==> config.mk <==
export PLATFORM = sky130hd
export DESIGN_NAME = pc_sequencer
export DESIGN_NICKNAME = d
export VERILOG_FILES = /design/src/rtl/pc_sequencer.sv
export SDC_FILE = /design/constraint.sdc
export NUM_CORES = 1
export LEC_CHECK = 0
export CORE_ASPECT_RATIO = 1.25
export CORE_MARGIN = 5
export CORE_UTILIZATION = 49
export DETAILED_ROUTE_END_ITERATION = 6
export GPL_ROUTABILITY_DRIVEN = 0
export PLACE_DENSITY = 0.83
export SLEW_MARGIN = 20
export SYNTH_ARGS = -nofsm -noshare
export SYNTH_HDL_FRONTEND = slang
export SYNTH_SLANG_ARGS = --single-unit
==> constraint.sdc <==
create_clock -name clk -period 3.9 [get_ports clk]
set_input_delay 0.78 -clock clk [delete_from_list [all_inputs] [get_ports clk]]
set_output_delay 0.78 -clock clk [all_outputs]
set_load 0.03 [all_outputs]
==> src/rtl/pc_sequencer.sv <==
// pc_sequencer: program-counter unit for the single-cycle RV32I core.
// Evaluates RV32I branch conditions and handles JAL/JALR redirects, stall,
// halt/resume, trap entry and mret return. A three-state run-control FSM
// (BOOT -> RUN <-> HALT) gates fetch.
//
// Optional feature macro: MISALIGN_TRAP_EN
//   defined   : a jump/branch target with target[1:0] != 0 traps to
//               TRAP_VECTOR (epc = pc of the jump, misalign pulses).
//   undefined : target[1:0] is forced to 00 and misalign is tied low.
//
// Ports:
//   clk, reset          clock, synchronous active-high reset
//   stall               hold pc/epc/state (trap_req and mret still act)
//   halt_req, resume    enter / leave HALT
//   is_branch, is_jal, is_jalr, funct3, rs1_val, rs2_val, imm
//                       decoded control-flow info of the current instruction
//   trap_req, mret      trap entry / return
//   pc                  current fetch address
//   link_addr           pc + 4 (combinational)
//   epc                 saved pc of the trapping instruction
//   fetch_valid         pc is a valid fetch address (RUN state)
//   redirect            registered: last update was non-sequential
//   misalign            registered: last target was misaligned (feature only)
module pc_sequencer #(
  parameter int              XLEN         = 32,
  parameter logic [XLEN-1:0] RESET_VECTOR = '0,
  parameter logic [XLEN-1:0] TRAP_VECTOR  = XLEN'(32'h0000_0100)
) (
  input  logic            clk,
  input  logic            reset,
  input  logic            stall,
  input  logic            halt_req,
  input  logic            resume,
  input  logic            is_branch,
  input  logic            is_jal,
  input  logic            is_jalr,
  input  logic [2:0]      funct3,
  input  logic [XLEN-1:0] rs1_val,
  input  logic [XLEN-1:0] rs2_val,
  input  logic [XLEN-1:0] imm,
  input  logic            trap_req,
  input  logic            mret,
  output logic [XLEN-1:0] pc,
  output logic [XLEN-1:0] link_addr,
  output logic [XLEN-1:0] epc,
  output logic            fetch_valid,
  output logic            redirect,
  output logic            misalign
);

  typedef enum logic [1:0] {BOOT = 2'd0, RUN = 2'd1, HALT = 2'd2} state_t;

  state_t          state, state_nx;
  logic [XLEN-1:0] pc_nx, epc_nx, jalr_sum, target;
  logic            redirect_nx, misalign_nx, taken, jump;

  assign link_addr = pc + XLEN'(4);
  assign jalr_sum  = rs1_val + imm;

  always_comb begin
    taken = 1'b0;
    case (funct3)
      3'b000:  taken = (rs1_val == rs2_val);
      3'b001:  taken = (rs1_val != rs2_val);
      3'b100:  taken = ($signed(rs1_val) <  $signed(rs2_val));
      3'b101:  taken = ($signed(rs1_val) >= $signed(rs2_val));
      3'b110:  taken = (rs1_val <  rs2_val);
      3'b111:  taken = (rs1_val >= rs2_val);
      default: taken = 1'b0;
    endcase
  end

  // JALR wins over JAL/branch when several are set; both of the latter use pc+imm.
  assign jump   = is_jalr | is_jal | (is_branch & taken);
  assign target = is_jalr ? {jalr_sum[XLEN-1:1], 1'b0} : (pc + imm);

  // State register and datapath registers
  always_ff @(posedge clk) begin
    if (reset) begin
      state    <= BOOT;
      pc       <= RESET_VECTOR;
      epc      <= '0;
      redirect <= 1'b0;
      misalign <= 1'b0;
    end else begin
      state    <= state_nx;
      pc       <= pc_nx;
      epc      <= epc_nx;
      redirect <= redirect_nx;
      misalign <= misalign_nx;
    end
  end

  // Next-state logic. A stall that is not overridden by trap/mret also
  // holds the run state, so a halt request under stall waits.
  always_comb begin
    state_nx = state;
    case (state)
      BOOT:    state_nx = RUN;
      RUN:     if (halt_req && (trap_req || mret || !stall)) state_nx = HALT;
      HALT:    if (resume) state_nx = RUN;
      default: state_nx = BOOT;
    endcase
  end

  // Output / datapath next-value logic
  always_comb begin
    fetch_valid = (state == RUN);
    pc_nx       = pc;
    epc_nx      = epc;
    redirect_nx = 1'b0;
    misalign_nx = 1'b0;
    if (state == RUN) begin
      if (trap_req) begin
        pc_nx       = TRAP_VECTOR;
        epc_nx      = pc;
        redirect_nx = 1'b1;
      end else if (mret) begin
        pc_nx       = epc;
        redirect_nx = 1'b1;
      end else if (stall) begin
        pc_nx = pc;
      end else if (jump) begin
        redirect_nx = 1'b1;
`ifdef MISALIGN_TRAP_EN
        if (target[1:0] != 2'b00) begin
          pc_nx       = TRAP_VECTOR;
          epc_nx      = pc;
          misalign_nx = 1'b1;
        end else begin
          pc_nx = target;
        end
`else
        pc_nx = target & ~XLEN'(3);
`endif
      end else begin
        pc_nx = link_addr;
      end
    end
  end

endmodule

==> results of run 1 <==
[flip-flops by register name, indices dropped and copies added, names as in the netlist]
name	cells
epc	32
pc	32
redirect	1
state	2
[area by class of cell]
type                       count  area [sq um]
multi-input combinational    770          5310
clock buffer                  11           253
clock inverter                 5          83.8
timing repair buffer         304          2840
antenna                        1          2.50
tap                          175           219
inverter                      50           188
sequential                    67          1340
fill                        1057          3640
[power groups by stage]
stage	Combinational, mW	Clock, mW	Sequential, mW
2_1_floorplan	0.547	0	0.785
3_3_place_gp	1.03	0	0.754
3_5_place_dp	1.05	0	0.754
4_1_cts	1.06	0.913	0.739
5_1_grt	1.16	0.941	0.744
6_report	1.07	0.919	0.741
[through the flow]
stage	std cells	TNS, ns	setup slack [ns]
after floorplan	922	0	0.383
after global placement	1366	-1.45	-0.358
after detailed placement	1366	-3.33	-0.398
after CTS	1382	0	0.0369
after global routing	1382	-0.00793	-0.00452
final	1383	0	0.0907
[cell families (layout without fill, tap and decap cells)]
logic type      Yosys count  after routing  synth area share
other cells               1              2          0.000538
simple gates            292            292             0.202
mux                      19             19            0.0284
flops                    67             67             0.193
compound gates          289            289             0.264
xor+xnor                 76             76            0.0956
fa+ha+maj                93             93             0.167
buf+inv                  85            370            0.0490
[how the worst max path moves through the flow]
| stage | start | to | depth (start not counted) |
|---|---|---|---|
| 5_1_grt | imm[11] | pc[29] | 13 |
| 2_1_floorplan | pc[4] | link_addr[31] | 7 |
| 4_1_cts | rs2_val[15] | pc[22] | 15 |
| 3_3_place_gp | rs2_val[15] | pc[22] | 15 |
| 3_5_place_dp | rs2_val[15] | pc[22] | 15 |
| 6_report | rs2_val[15] | pc[10] | 14 |
[cells in the mapped netlist (all sizes together) (4+ instances only)]
| library cell | instances |
|---|---|
| buf | 9 |
| dfxtp | 67 |
| o21ai | 64 |
| a211oi | 20 |
| and3 | 11 |
| ha | 93 |
| xor2 | 25 |
| a21oi | 100 |
| nor2 | 49 |
| nand3 | 27 |
| inv | 50 |
| o21bai | 5 |
| a31o | 4 |
| a222oi | 7 |
| nor3 | 17 |
| nand3b | 5 |
| a31oi | 14 |
| nand4 | 21 |
| nor4 | 6 |
| a221o | 4 |
| nor3b | 5 |
| a221oi | 5 |
| o211ai | 6 |
| a22o | 4 |
| nand2 | 121 |
| xnor2 | 51 |
| clkbuf | 26 |
| a22oi | 8 |
| nand2b | 7 |
| mux2 | 6 |
| o31ai | 7 |
| a21o | 15 |
| nor2b | 8 |
| mux2i | 13 |
| and2 | 5 |
[critical path: cells and delay by family]
family          cells  cell delay, ns
compound gates      5            1.05
fa+ha+maj           1            0.28
buf+inv             4            0.93
mux                 1            0.24
simple gates        3            0.74
[layer usage]
metal,track usage,part of all wire
met5,0,0
met3,0.0594,0.098
met4,0.163,0.058
met1,0.364,0.36
met2,0.539,0.48
==> flow_summary.toml, run 1 <==
[die]
ios = 208
initial_core_util = 0.502
dieArea_sq_um = 16700
die_h_um = 143
core_area_sq_um = 13900
fp.dieW_um = 117
rows = 48

[min_path]
worstHoldPathCells = 2
holdCritPathClass = "flip-flop to flip-flop"
holdPathEnd = "epc[0]"
min-delay-start = "epc[0]"

[drt]
drt_iter0_markers = 794
ant_nets = 0
vias = 8427
avgRoutedWirePerCell_um = 19.5
routed_wl_um = 27000
drc_errors = 0
routed_via_density = 6.09
dr.pass1.iters = 7

[power]
swShare = 0.339
switchingPower_mw = 0.928
pwr-share-clk = 0.336
power.share.sequential = 0.271
powerDensity_nw_per_um2 = 267
comb_power_share = 0.393
irDropWorstVdd_mv = 0.245
power.internal_mw = 1.81
leakage_nw = 4.42
power.total_mw = 2.73

[layout]
drive_gt1_frac = 0.119
layout.nets = 1404
final_common_cell = "clkdlybuf4s50_1"
final_cell_mix = "clkdlybuf4s50_1, nand2_1, a21oi_1, buf_4, ha_1"
fin_area_sq_um = 10200
final_util = 0.738
syn2layout_area_growth_pct = 47.0

[sta]
clock.fmax_mhz = 263
clock_skew_ns = 0.00976
slew_violations = 0
setup_viol = 0
final-hold-violation-count = 0
worst_pin_slew_ns = 0.902
post-route-period-util = 0.977
period_needed_ns = 3.81
relSlewSlack = 0.399
holdWs_ns = 0.474

[placed_design]
placed_area_sq_um = 9860
io_buffers = 206
hpwlAfterDp_um = 21200

[worst_setup_path]
crit_chain = "clkdlybuf4s50_1 > inv_1 > ha_1 > and4_1 > nor3b_1 > buf_4 > and3_1 > a221oi_1 > a211oi_1 > a31o_2 > buf_4 > mux2i_1 > a21oi_1 > a221o_1"
slowest_stage = "clkdlybuf4s50_1"
crit_arrival_ns = 4.03
rrSetupSlack_ns = 0.64
reg2regPathDepth = 12
critPathMaxStageDelay_ns = 0.45
required_ns = 4.12
endpoint_kind = "flip-flop"
r2r_end = "pc[29]"
r2r-start = "pc[9]"
cp_max_fo = 11
crit_top_cell = "buf_4"
path_class = "primary input to flip-flop"
cp-start-kind = "primary input"

[synthesis]
ys_types = 72
synth_nets = 1124
synth_ff_type = "dfxtp_1"
synthCells = 922
yosysSeqAreaShare = 0.193
yosysTopAreaCellShare = 0.193
yosys_warnings = 0
synthesis.area_sq_um = 6960
ys_ff_latch = 67
synth-edff-count = 0
syn_area_per_cell_sq_um = 7.55
yosysTopAreaCell = "dfxtp_1"
async_reset_ff_frac = 0
netlist_top_cells_area = "dfxtp_1, ha_1, a21oi_1"

[clock_tree]
cts_buffers = 9
clk-insertion-delay-late_ns = 0.33
cts_setup_buffers = 0
cts_tree = "done"
hold_buffers = 0
cts_resized = 1
cts.clk_slew.worst_paths_ns = 0.06
h-tree-depth = 3
cts_sinks = 67
clockBufferDepth = 2
cts_root_buf = "clkbuf_16"

[grt]
grt_pass1_wl_um = 41400
track_usage = 0.312
grt_pass1_vias = 8320
antenna_found_initial = 1
grt_max_degree = 48
grt-ovfl-total = 0

[job]
max-cap-violations = 0

[run_status]
outcome = "finished clean"
No activity file was read; power rests on OpenSTA's default activity.
==> run 2, diff against run 1 <==
--- a/config.mk
+++ b/config.mk
@@ -10,7 +10,7 @@
 export CORE_UTILIZATION = 49
 export DETAILED_ROUTE_END_ITERATION = 6
 export GPL_ROUTABILITY_DRIVEN = 0
-export PLACE_DENSITY = 0.83
+export PLACE_DENSITY = 0.94
 export SLEW_MARGIN = 20
 export SYNTH_ARGS = -nofsm -noshare
 export SYNTH_HDL_FRONTEND = slang
==> run 2 against run 1 <==
Compared with the run above:
- the flow now finishes with violations (DRC)
- die area unchanged
- critical path type unchanged
- combinational power grew 7%
- total power down 1.9%
- via count grew 6.6%
- register-to-register slack hardly changed
- clock-buffer cell count rose by 2
- hold slack got worse by 0.0049 ns
- first-iteration DRC count rose by 24%
- sequential share of layout area down 0.25 points
- maximum frequency shrank 1.6%
- largest power group unchanged
- cell count up 1.4%
- final area rose by 1.9%
==> flow_summary.toml, run 2 (synthesis gave the netlist of run 1 again) <==
[drt]
ant_nets = 0
drc_errors = 8
dr.pass1.iters = 7
routed_wl_um = 29200
avgRoutedWirePerCell_um = 20.8
vias = 8983
drt_iter0_markers = 986
routed_via_density = 6.40

[worst_setup_path]
path_class = "primary input to flip-flop"
r2r_end = "pc[25]"
r2r-start = "pc[12]"
crit_arrival_ns = 4.07
required_ns = 4.10
cp_max_fo = 17
cp-start-kind = "primary input"
endpoint_kind = "flip-flop"
reg2regPathDepth = 12
rrSetupSlack_ns = 0.65

[layout]
antenna_cells = 0
final_common_cell = "clkdlybuf4s50_1"
fin_area_sq_um = 10400
regArea_sq_um = 1340
final_cell_mix = "clkdlybuf4s50_1, buf_4, nand2_1"
multi_input_area_sq_um = 5380
nFillCells = 899
syn2layout_area_growth_pct = 49.8
drive_gt1_frac = 0.143
layout.nets = 1426
reg.largest.list = "epc: 32 flops, pc: 32 flops, state: 2 flops"
final_util = 0.752

[min_path]
holdPathEnd = "epc[2]"
worstHoldPathCells = 2
min-delay-start = "epc[2]"
holdCritPathClass = "flip-flop to flip-flop"

[power]
power.internal_mw = 1.76
switchingPower_mw = 0.927
pwr-share-clk = 0.301
comb_power_share = 0.423
leakage_nw = 4.56
powerDensity_nw_per_um2 = 257
irDropWorstVdd_mv = 0.219
power.total_mw = 2.68
swShare = 0.346
power.share.sequential = 0.276

[clock_tree]
cts_buffers = 9
clockBufferDepth = 2
h-tree-depth = 3
cts_tree = "done"
cts_sinks = 67
cts.clk_slew.worst_paths_ns = 0.05
clk-insertion-delay-late_ns = 0.33
cts_root_buf = "clkbuf_16"
hold_buffers = 0

[grt]
antenna_found_initial = 0
grt_pass1_vias = 9006
grt_pass1_wl_um = 44100
track_usage = 0.332
grt-ovfl-total = 0
grt_max_degree = 45

[placed_design]
placed_area_sq_um = 10000
io_buffers = 206
hpwlAfterDp_um = 22700

[sta]
slew_violations = 0
final-hold-violation-count = 0
grt_setup_unrepaired = "true"
clock.fmax_mhz = 258
period_needed_ns = 3.87
relSlewSlack = 0.512
post-route-period-util = 0.993
setup_viol = 0
worst_pin_slew_ns = 0.729
clock_skew_ns = 0.00665

[die]
core_area_sq_um = 13900
initial_core_util = 0.502
die_h_um = 143
dieArea_sq_um = 16700
fp.dieW_um = 117
rows = 48
ios = 208

[run_status]
violations = "DRC"
outcome = "complete, but fails checks"

[job]
max-cap-violations = 0
-- run 2: worst max-delay path by stage --
stage | depth (start not counted) | endpoint | startpoint | slack [ns]
final | 13 | pc[21] | rs1_val[27] | 0.03
after global placement | 14 | pc[21] | rs2_val[30] | -0.17
after CTS | 8 | link_addr[19] | pc[7] | 0.007
after floorplan | 7 | link_addr[31] | pc[4] | 0.38
after detailed placement | 13 | pc[21] | rs1_val[17] | -0.34
after global routing | 14 | pc[21] | rs1_val[24] | -0.08
-- run 2: timing repair --
item	CTS	global route
pin swaps	1	1
resized for setup	5	23
buffers inserted	0	0
endpoints found under the setup margin	4	29
-- run 2: final cells by class --
| class | instances | share of cell area |
|---|---|---|
| multi-input cells | 770 | 0.516 |
| repair buffers | 326 | 0.289 |
| flip-flops and latches | 67 | 0.129 |
| clock buffers | 13 | 0.0249 |
| well taps | 175 | 0.0210 |
| inverters | 50 | 0.0180 |
| clock inverters | 2 | 0.00336 |
-- run 2: worst max-delay path: stages --
cell and delay (ns):
clkdlybuf4s50_1 0.49, ha_1 0.34, nand4_1 0.20, nor4_4 0.39, buf_4 0.18, and3_1 0.20
a221oi_2 0.07, a211oi_2 0.19, a31o_2 0.26, buf_12 0.18, mux2_1 0.36, a222oi_1 0.33
o21ai_1 0.10
-- run 2: per-stage QoR --
step,setup WS [ns],instances,hold slack (ns),setup TNS [ns]
6_report,0.0286,1403,0.469,0
5_1_grt,-0.0819,1403,0.489,-0.0983
4_1_cts,0.00750,1403,0.470,0
3_5_place_dp,-0.339,1388,0.463,-2.94
3_3_place_gp,-0.169,1388,0.459,-0.524
2_1_floorplan,0.383,922,0.491,0
-- run 2: power by group through the flow --
| stage | clock, mW | combinational [mW] | sequential (mW) |
|---|---|---|---|
| 2_1_floorplan | 0 | 0.547 | 0.785 |
| 3_3_place_gp | 0 | 1.04 | 0.750 |
| 3_5_place_dp | 0 | 1.08 | 0.751 |
| 4_1_cts | 0.809 | 1.09 | 0.737 |
| 5_1_grt | 0.846 | 1.20 | 0.741 |
| 6_report | 0.808 | 1.14 | 0.739 |
-- run 2: layer usage --
layer  vias up  GRT usage  wire length [um]
met1      4049      0.348              9620
li1       4000          -                 -
met4         0      0.235              2550
met2       713      0.570             13600
met5         -          0                 0
met3       221     0.0868              3420
==> run 3, diff against run 2 <==
--- a/config.mk
+++ b/config.mk
@@ -11,7 +11,7 @@
 export DETAILED_ROUTE_END_ITERATION = 6
 export GPL_ROUTABILITY_DRIVEN = 0
 export PLACE_DENSITY = 0.94
-export SLEW_MARGIN = 20
+export SLEW_MARGIN = 10
 export SYNTH_ARGS = -nofsm -noshare
 export SYNTH_HDL_FRONTEND = slang
 export SYNTH_SLANG_ARGS = --single-unit
==> run 3 against run 2 <==
Compared with the run above:
- the flow still finishes with violations (DRC)
- hold slack hardly changed
- maximum frequency hardly changed
- cell count stayed put
- clock power hardly changed
- final area hardly changed
- worst setup slack hardly changed
- critical path depth stayed put
- sequential power hardly changed
- largest cell class unchanged
==> flow_summary.toml, run 3 (synthesis gave the netlist of run 1 again) <==
[run_status]
outcome = "complete, but fails checks"
violations = "DRC"

[worst_setup_path]
required_ns = 4.10
critPathTopFamily = "compound AO/OA/AOI/OAI gates"
critPathMaxStageDelay_ns = 0.49
path_class = "primary input to flip-flop"
timing.critical_path.buf_inv = 3
crit_chain = "clkdlybuf4s50_1 > ha_1 > nand4_1 > nor4_4 > buf_4 > and3_1 > a221oi_2 > a211oi_2 > a31o_2 > buf_12 > mux2_1 > a222oi_1 > o21ai_1"
cp-start-kind = "primary input"
rrSetupSlack_ns = 0.64
cp_max_fo = 17
slowest_stage = "clkdlybuf4s50_1"
r2r_end = "pc[25]"
reg2regPathDepth = 12
crit_arrival_ns = 4.08
r2r-start = "pc[12]"
endpoint_kind = "flip-flop"

[min_path]
worstHoldPathCells = 2
min-delay-start = "epc[2]"
holdCritPathClass = "flip-flop to flip-flop"
holdPathEnd = "epc[2]"

[sta]
worst_pin_slew_ns = 1.17
period_needed_ns = 3.87
relSlewSlack = 0.220
grt_setup_unrepaired = "true"
clock.fmax_mhz = 258
clock_skew_ns = 0.00662
setup_viol = 0
post-route-period-util = 0.993
tns_ns = 0
slew_violations = 0
final-hold-violation-count = 0

[layout]
drive_gt1_frac = 0.142
layout.nets = 1426
final_util = 0.752
final_common_cell = "clkdlybuf4s50_1"
antenna_cells = 0
reg.largest.list = "epc: 32 flops, pc: 32 flops, state: 2 flops"
syn2layout_area_growth_pct = 49.7
final_cell_mix = "clkdlybuf4s50_1, nand2_1, buf_4"

[power]
power.total_mw = 2.68
comb_power_share = 0.423
pwr-share-clk = 0.301
power.internal_mw = 1.76
irDropWorstVdd_mv = 0.217
swShare = 0.346
switchingPower_mw = 0.927
powerDensity_nw_per_um2 = 257
power.share.sequential = 0.275
leakage_nw = 4.56

[clock_tree]
cts_setup_buffers = 0
cts.clk_slew.worst_paths_ns = 0.05
cts_tree = "done"
cts_buffers = 9
cts_root_buf = "clkbuf_16"
hold_buffers = 0
h-tree-depth = 3
cts_sinks = 67
clockBufferDepth = 2
clk-insertion-delay-late_ns = 0.33

[die]
rows = 48
ios = 208
die_h_um = 143
core_area_sq_um = 13900
fp.dieW_um = 117
dieArea_sq_um = 16700
initial_core_util = 0.502

[placed_design]
io_buffers = 206
hpwlAfterDp_um = 22700

[drt]
drt_iter0_markers = 921
dr.pass1.iters = 7
drc_errors = 9
routed_wl_um = 29200
ant_nets = 0
vias = 9011
routed_via_density = 6.42
avgRoutedWirePerCell_um = 20.8

[grt]
track_usage = 0.332
grt_pass1_vias = 9006
grt_pass1_wl_um = 44100
grt-ovfl-total = 0
grt_max_degree = 45
antenna_found_initial = 0

[job]
max-cap-violations = 0
==> run 3: changes by cell type in the layout (fill, tap and decap cells not counted) <==
| cell | change |
|---|---|
| nand2_1 | +1 |
| nand2_2 | -1 |
==> run 3: worst reg2reg max path, cell delays in order, from the launching register on <==
cell and delay, ns:
dfxtp_1 0.57, ha_1 0.37, o21a_1 0.20, o21ai_0 0.27, nor2_1 0.11, o21ai_0 0.31, o31ai_1 0.17, buf_4 0.17
a21oi_1 0.32, o21ai_0 0.16, xnor2_1 0.16, mux2i_1 0.20, o21ai_0 0.12
==> run 3: area by class of cell <==
type,instances,area (sq um)
multi-input combinational,770,5380
fill,900,3440
timing repair buffer,326,3010
sequential,67,1340
clock buffer,13,260
tap,175,219
inverter,50,188
clock inverter,2,35.0
==> run 3: power by group through the flow <==
stage	sequential (mW)	combinational [mW]	clock (mW)
global route	0.741	1.20	0.846
floorplan	0.785	0.547	0
finish	0.739	1.13	0.809
global placement	0.750	1.04	0
CTS	0.737	1.09	0.809
detailed placement	0.751	1.08	0
==> run 3: through the flow <==
step | cells | setup slack (ns) | area (sq um) | hold WS, ns
5_1_grt | 1403 | -0.0819 | 10400 | 0.489
4_1_cts | 1403 | 0.00750 | 10300 | 0.470
3_3_place_gp | 1388 | -0.169 | 10000 | 0.459
6_report | 1403 | 0.0281 | 10400 | 0.469
3_5_place_dp | 1388 | -0.339 | 10000 | 0.463
2_1_floorplan | 922 | 0.383 | 6960 | 0.491
==> run 3: layer usage <==
layer  global-route usage  vias to the layer above  routed length, um
li1                     -                     4008                  -
met1                0.348                     4048               9500
met2                0.570                      754              13800
met3               0.0868                      201               3520
met4                0.235                        0               2410
met5                    0                        -                  0
==> run 3: what timing repair did <==
action	in CTS	in global routing
pin swaps	1	1
setup endpoints to repair	4	29
resized for setup	5	23
==> run 3: worst max path at each step <==
stage                      startpoint  cells after the start            end  slack, ns
after floorplan                 pc[4]                      7  link_addr[31]       0.38
after global placement    rs2_val[30]                     14         pc[21]      -0.17
after detailed placement  rs1_val[17]                     13         pc[21]      -0.34
after CTS                       pc[7]                      8  link_addr[19]      0.007
after global routing      rs1_val[24]                     14         pc[21]      -0.08
final                     rs1_val[27]                     13         pc[21]       0.03
